### src/rtl/onehot_pkg.sv
// onehot_pkg: shared types and helpers for the one-hot checker.
//   state_t : checker FSM states (IDLE, RUN, FAULT).
//   idx_w() : width of the encoded index for a given select-bus width.
package onehot_pkg;

  typedef enum logic [1:0] {
    IDLE  = 2'd0,
    RUN   = 2'd1,
    FAULT = 2'd2
  } state_t;

  function automatic int unsigned idx_w(input int unsigned width);
    // Widths below 2 are illegal; keep the index at least one bit wide anyway.
    return (width < 2) ? 1 : $clog2(width);
  endfunction

endpackage

### src/rtl/onehot_encoder.sv
// onehot_encoder: purely combinational classifier for a select bus.
// Build option: ONEHOT_PRIORITY_EN -- when defined, index reports the lowest
// set bit for any non-zero input (including multi-hot); when undefined, index
// is non-zero only for a true one-hot input.
// Ports:
//   S     in  WIDTH  select bus
//   zero  out 1      S == 0
//   valid out 1      exactly one bit of S set
//   index out IW     encoded bit position
module onehot_encoder
  import onehot_pkg::*;
#(
  parameter int unsigned WIDTH = 4,
  parameter int unsigned IW    = idx_w(WIDTH)
) (
  input  logic [WIDTH-1:0] S,
  output logic             zero,
  output logic             valid,
  output logic [IW-1:0]    index
);

  logic [IW-1:0] lowest;

  // Scan from the top so the last hit, i.e. the lowest set bit, wins.
  always_comb begin
    lowest = '0;
    for (int i = WIDTH - 1; i >= 0; i--) begin
      if (S[i]) lowest = IW'(i);
    end
  end

  always_comb begin
    zero  = (S == '0);
    // Clearing the lowest set bit leaves nothing behind only for a single bit.
    valid = !zero && ((S & (S - WIDTH'(1))) == '0);
`ifdef ONEHOT_PRIORITY_EN
    index = lowest;
`else
    index = valid ? lowest : '0;
`endif
  end

endmodule

### config.mk
export PLATFORM = sky130hd
export DESIGN_NAME = onehot_encoder
export DESIGN_NICKNAME = d
export VERILOG_FILES = /design/src/rtl/onehot_pkg.sv /design/src/rtl/onehot_encoder.sv
export SDC_FILE = /design/constraint.sdc
export NUM_CORES = 1
export LEC_CHECK = 0
export ABC_AREA = 1
export BUFFER_PORTS_ARGS = -buffer_cell sky130_fd_sc_hd__buf_4
export CORE_AREA = 5 5 42 44
export DETAILED_ROUTE_END_ITERATION = 10
export DIE_AREA = 0 0 47 49
export GPL_ROUTABILITY_DRIVEN = 0
export SLEW_MARGIN = 20
export SYNTH_ARGS = -nofsm -noshare
export SYNTH_HDL_FRONTEND = slang
export SYNTH_SLANG_ARGS = --single-unit
export TNS_END_PERCENT = 30
### constraint.sdc
create_clock -name vclk -period 0.8
set_clock_uncertainty 0.2 [all_clocks]
set_input_delay 0.08 -clock vclk [all_inputs]
set_output_delay 0.08 -clock vclk [all_outputs]
set_load 0.02 [all_outputs]
* After elaboration in Yosys (flattened, before gate mapping)
Cells that the tools add are included.
** Storage, ports and cells
- Register bits after elaboration :: 0
- Output and inout bits :: 4
- Word-level logic and storage cells :: 11
** Cells by class
- Add/sub/neg operators :: 1
- Muxes and demuxes :: 5
- Bitwise operators :: 1
- Reduce and logical (&&, ||, !) cells :: 4
** Operators by type and width (number)
- two-way mux 2 bit :: 5
- logical NOT 4 bit :: 2
- bitwise AND 4 bit :: 1
- subtractor 4 x 1 -> 4 bit (second input constant) :: 1
- logical AND 1 bit :: 1
- logical NOT 1 bit :: 1

* Depth between registers and ports, before layout
Gate-level depths: netlist of run 1.
- Depth after elaboration :: 5
- Mapped depth :: 5
- Gate-level depth less buffers :: 5

* Worst setup path before layout of run 1
OpenSTA, ideal clock, no wires.
- Path kind :: input-to-output
- From :: input port S[3]
- To :: output port index[0]
- Arrival time :: 0.536 ns
- Required time :: 0.520 ns
- Slack :: -0.016 ns
- Cell stages on the path :: 5
- Buffers on the path :: 0
- Path through :: inv_1 -> nand2_1 -> nand2_1 -> nand3_2 -> nor2_2
** Between the ends
- Cells in the longest elaborated chain, start to end :: 5
** Ends and longest elaborated chain
- start, declared :: line onehot_encoder.sv:16 : input logic [WIDTH-1:0] S,
- subtractor 4 x 1 -> 4 bit or two-way mux 2 bit (tied branches) :: line onehot_encoder.sv:35, onehot_encoder.sv:28
- bitwise AND 4 bit or two-way mux 2 bit (tied branches) :: line onehot_encoder.sv:35, onehot_encoder.sv:28
- logical NOT 4 bit or two-way mux 2 bit (tied branches) :: line onehot_encoder.sv:35, onehot_encoder.sv:28
- logical AND 1 bit or two-way mux 2 bit (tied branches) :: line onehot_encoder.sv:35, onehot_encoder.sv:28
- two-way mux 2 bit (*) :: line onehot_encoder.sv:39 : index = valid ? lowest : '0;
- end, declared :: line onehot_encoder.sv:19 : output logic [IW-1:0] index
Mark *: on every way between the ends. The rest lies on a longest branch, timed or not.

* Worst setup path in the final report of run 1
- From :: input port S[2]
- To :: output port index[0]
** Between the ends
- Cells in the longest elaborated chain, start to end :: 5
** Ends and longest elaborated chain
- subtractor 4 x 1 -> 4 bit :: line onehot_encoder.sv:35 : valid = !zero && ((S & (S - WIDTH'(1))) == '0);
- bitwise AND 4 bit :: line onehot_encoder.sv:35
- logical NOT 4 bit :: line onehot_encoder.sv:35
- logical AND 1 bit :: line onehot_encoder.sv:35
- two-way mux 2 bit (*) :: line onehot_encoder.sv:39
Marked as above.

==> reports/metrics.yaml, run 1 <==
syn_area_per_cell_um2: 4.32
hold_viol: 0
portBuffers: 8
yosysMostFrequentCell: "nand2_1"
vias: 159
cp.required_ps: 520
wl_um: 385
rows: 14
ys_top_cells_by_area: "nand2_1 (32%), inv_1 (28%), nor2_1 (12%)"
synth_fa_ha_area_frac: 0
slowest_stage: "buf_12"
area_growth_pct: 251
synthSimpleGateAreaFrac: 0.671
p_leak_nw: 0.170
dp_hpwl_um: 253
setup_viol: 4
drtIter0Drc: 0
arrival_ps: 650
cp_num_buf_inv: 3
drive_gt1_frac: 0.906
synth_top_area_cell: "nand2_1"
cp-start-kind: "primary input"
register_area_um2: 0
setup-tns-final_ps: -351
grtUsageTotal: 0.0288
seq_area_frac_synth: 0
synth_top_cell_area_share: 0.316
crit_family: "simple AND/OR/NAND/NOR gates"
syn_inst: 22
grt_max_degree: 5
outcome: "complete, but fails checks"
crit_fanout: 4
drt_first_pass_iters: 1
coreArea_um2: 1400
ant_nets: 0
synth_common_cells: "nand2_1 (8), inv_1 (7), nor2_1 (3)"
synth.area.mux_share: 0
seq_cell_count: 0
grt_pass1_wl_um: 545
num_antenna_cells: 0
setup_ws_ps: -128
power_density_nw_per_um2: 547
die_area_um2: 2300
die_x_um: 47
hold_class: "in -> out"
fmaxAchievable_mhz: 1080
synth_area_um2: 95.1
drv_slew: 0
drc_errors: 0
crit_type: "in -> out"
fin_crit_sh: 1.16
finalCriticalPeriod_ps: 928
antenna_found_initial: 0
synth_compound_area_frac: 0.0526
design_area_um2: 334
tightest_slew_ps: 103
grt-ovfl-total: 0
num-clock-buffers: 0
drt-vias-per-instance: 3.31
max_stage_delay_ps: 110
initial_utilization: 0.0679
cts-hold-fix-buffers: 0
place_ws_ps: -210
ys_types: 7
place_area_um2: 180
final_nets: 38
die_h_um: 49
synth_top_family_by_area: "simple AND/OR/NAND/NOR gates"
peakVddDrop_mv: 0.0778
max-slew-margin-rel: 0.931
cap_violations: 0
ios: 8
first_global_vias: 149
violations: "negative setup slack"
wl_per_cell_um: 8.02
critPathCaptureType: "output port"
synth_warnings: 0
rsz0062_at_grt: "true"
synth_xor_area_frac: 0
syn_nets: 26
crit_top_cell: "nand2_4"
critical_path.cell_chain: "buf_12 -> inv_4 -> nand2_4 -> nand2_4 -> nand3_4 -> nor2_4 -> buf_6"
## per-stage QoR
step | cells | hold WS [ps] | util | power (mW)
floorplan | 22 | 134 | - | 0.0505
global placement | 46 | 330 | 0.129 | 0.0882
detailed placement | 46 | 337 | 0.129 | 0.0900
CTS | 48 | 321 | 0.171 | 0.121
global route | 48 | 365 | 0.238 | 0.196
finish | 48 | 340 | 0.238 | 0.183
## layer usage
layer	part of all wire	wire, µm	global-route usage
met5	0	0	0
met4	0	0	0
met3	0.060	23	0
met2	0.72	277	0.0679
met1	0.22	84	0.0239
## layout by cell type, fill, tap and decap left out
master / instances
buf_6: 4
inv_2: 2
nor2_2: 1
buf_8: 2
inv_1: 1
buf_12: 2
nand2_4: 5
inv_6: 2
o21ai_2: 1
buf_4: 2
nor2_4: 3
nand2_1: 2
inv_4: 2
nand2_2: 2
nand3_4: 1
## area by class of cell
| cell class | count | area [µm²] |
|---|---|---|
| Tap cell | 16 | 20.0 |
| Multi-Input combinational cell | 15 | 143 |
| Inverter | 7 | 41.3 |
| Timing Repair Buffer | 10 | 130 |
| Fill cell | 171 | 1070 |
## path summary, 6_finish.rpt
path	cells past startpoint	start	end
worst min-delay path	5	S[2]	zero
worst max-delay path	7	S[2]	index[0]
## power breakdown
group / internal (mW) / switching (mW) / total (mW) / leakage, nW
logic: 0.0919 / 0.0908 / 0.183 / 0.170
registers: 0 / 0 / 0 / 0
clock network: 0 / 0 / 0 / 0
total: 0.0919 / 0.0908 / 0.183 / 0.170
## kinds of logic after synthesis
logic type | Yosys count
AOI/OAI and AO/OA | 1
buffers and inverters | 7
and+or+nand+nor | 14
## timing repair
action                                  4_1_cts  5_1_grt
cloned                                        0        0
pin swaps                                     8       10
buffers inserted                              2        0
endpoints found under the setup margin        4        4
resized for setup                            16       28
Note: power is estimated with default switching activity, not from simulation.
==> run 2, diff against run 1 <==
Settings changed: PLACE_DENSITY from default to 0.3.
==> run 2 against run 1 <==
The flow still finishes with violations (negative setup slack); setup slack improved by 3.0 ps; maximum frequency rose by 0.32%; combinational power barely moved; final cell count rose by 2.1%; non-clock buffer count rose by 1; total power fell by 1.2%; sequential share of layout area did not move; clock-buffer cell count did not move; die area did not move; critical path type unchanged; via count rose by 3.8%; largest cell class unchanged; design area rose by 0.37%.
==> reports/metrics.yaml, run 2 (synthesis results as in run 1) <==
outcome: "complete, but fails checks"
violations: "negative setup slack"
drt-vias-per-instance: 3.37
vias: 165
finalCriticalPeriod_ps: 925
place_ws_ps: -235
setup_ws_ps: -125
rows: 14
rsz0062_at_grt: "true"
hold_start: "S[3]"
place_area_um2: 195
grt_pass1_wl_um: 552
register_area_um2: 0
hold_viol: 0
met1_length_um: 117
initial_utilization: 0.0679
grt_max_degree: 5
drive_gt1_frac: 0.848
cp-startpoint: "S[2]"
min_path_cells: 5
crit_type: "in -> out"
fmaxAchievable_mhz: 1080
ios: 8
grtUsageTotal: 0.0295
p_leak_nw: 0.172
hold_class: "in -> out"
wl_met3_um: 40
final_cell_mix: "nand2_4 (5), nor2_4 (4), buf_6 (4)"
drtIter0Drc: 1
hold_ws_ps: 326
setup_viol: 4
drc_errors: 0
seq_cell_count: 0
max-slew-margin-rel: 0.927
grt-ovfl-total: 0
die_area_um2: 2300
arrival_ps: 650
tightest_slew_ps: 109
coreArea_um2: 1400
ant_nets: 0
critPathCaptureType: "output port"
first_global_vias: 142
drv_slew: 0
layout_commonest_cell: "nand2_4"
cp-start-kind: "primary input"
cp.required_ps: 520
portBuffers: 8
drt_first_pass_iters: 2
fin_crit_sh: 1.16
antenna_found_initial: 0
cap_violations: 0
num-clock-buffers: 0
wl_um: 354
crit_fanout: 4
final_nets: 39
highest_layer: "met3"
wl_per_cell_um: 7.22
die_x_um: 47
whs_endpoint: "zero"
routed-wl-met2_um: 196
area_growth_pct: 253
num_antenna_cells: 0
power_density_nw_per_um2: 538
peakVddDrop_mv: 0.142
design_area_um2: 335
die_h_um: 49
run 2: how the worst max path moves through the flow:
stage / endpoint / slack, ps / depth (start not counted)
6_report: index[0] / -130 / 5
3_5_place_dp: index[0] / -240 / 7
4_1_cts: index[0] / -160 / 7
5_1_grt: index[0] / -170 / 7
2_1_floorplan: valid / 9 / 5
3_3_place_gp: index[0] / -230 / 7
run 2: cell type report:
| type | count | area [µm²] |
|---|---|---|
| Fill cell | 163 | 1070 |
| Inverter | 7 | 38.8 |
| Multi-Input combinational cell | 15 | 144 |
| Tap cell | 16 | 20.0 |
| Timing Repair Buffer | 11 | 133 |
run 2: critical path, cell delays in order:
cell	delay, ps
buf_8	110
o21ai_1	130
nand2_1	100
nor2_4	110
buf_6	110
run 2: per-layer routing:
layer  vias to the layer above  GRT usage
li1                         84          -
met1                        75     0.0413
met2                         6     0.0498
met3                         0    0.00369
met4                         0          0
met5                         -          0
run 2: stage by stage:
stage               TNS [ps]  total power [mW]  std cells   util
finish                  -376             0.180         49  0.239
global placement        -731            0.0990         48  0.139
detailed placement      -704            0.0985         48  0.139
floorplan                  0            0.0505         22      -
CTS                     -480             0.134         49  0.180
global route            -537             0.193         49  0.239
run 2: what timing repair did:
item,4_1_cts,5_1_grt
cloned,0,0
gates resized for setup,18,23
pin swaps,6,9
hold buffers,0,0
setup endpoints to repair,4,4
endpoints found under the hold margin,0,0
setup buffers,1,0
run 2: where the power goes:
part           internal [mW]  switching [mW]  leakage, nW
Clock                      0               0            0
Combinational         0.0917          0.0887        0.172
Sequential                 0               0            0
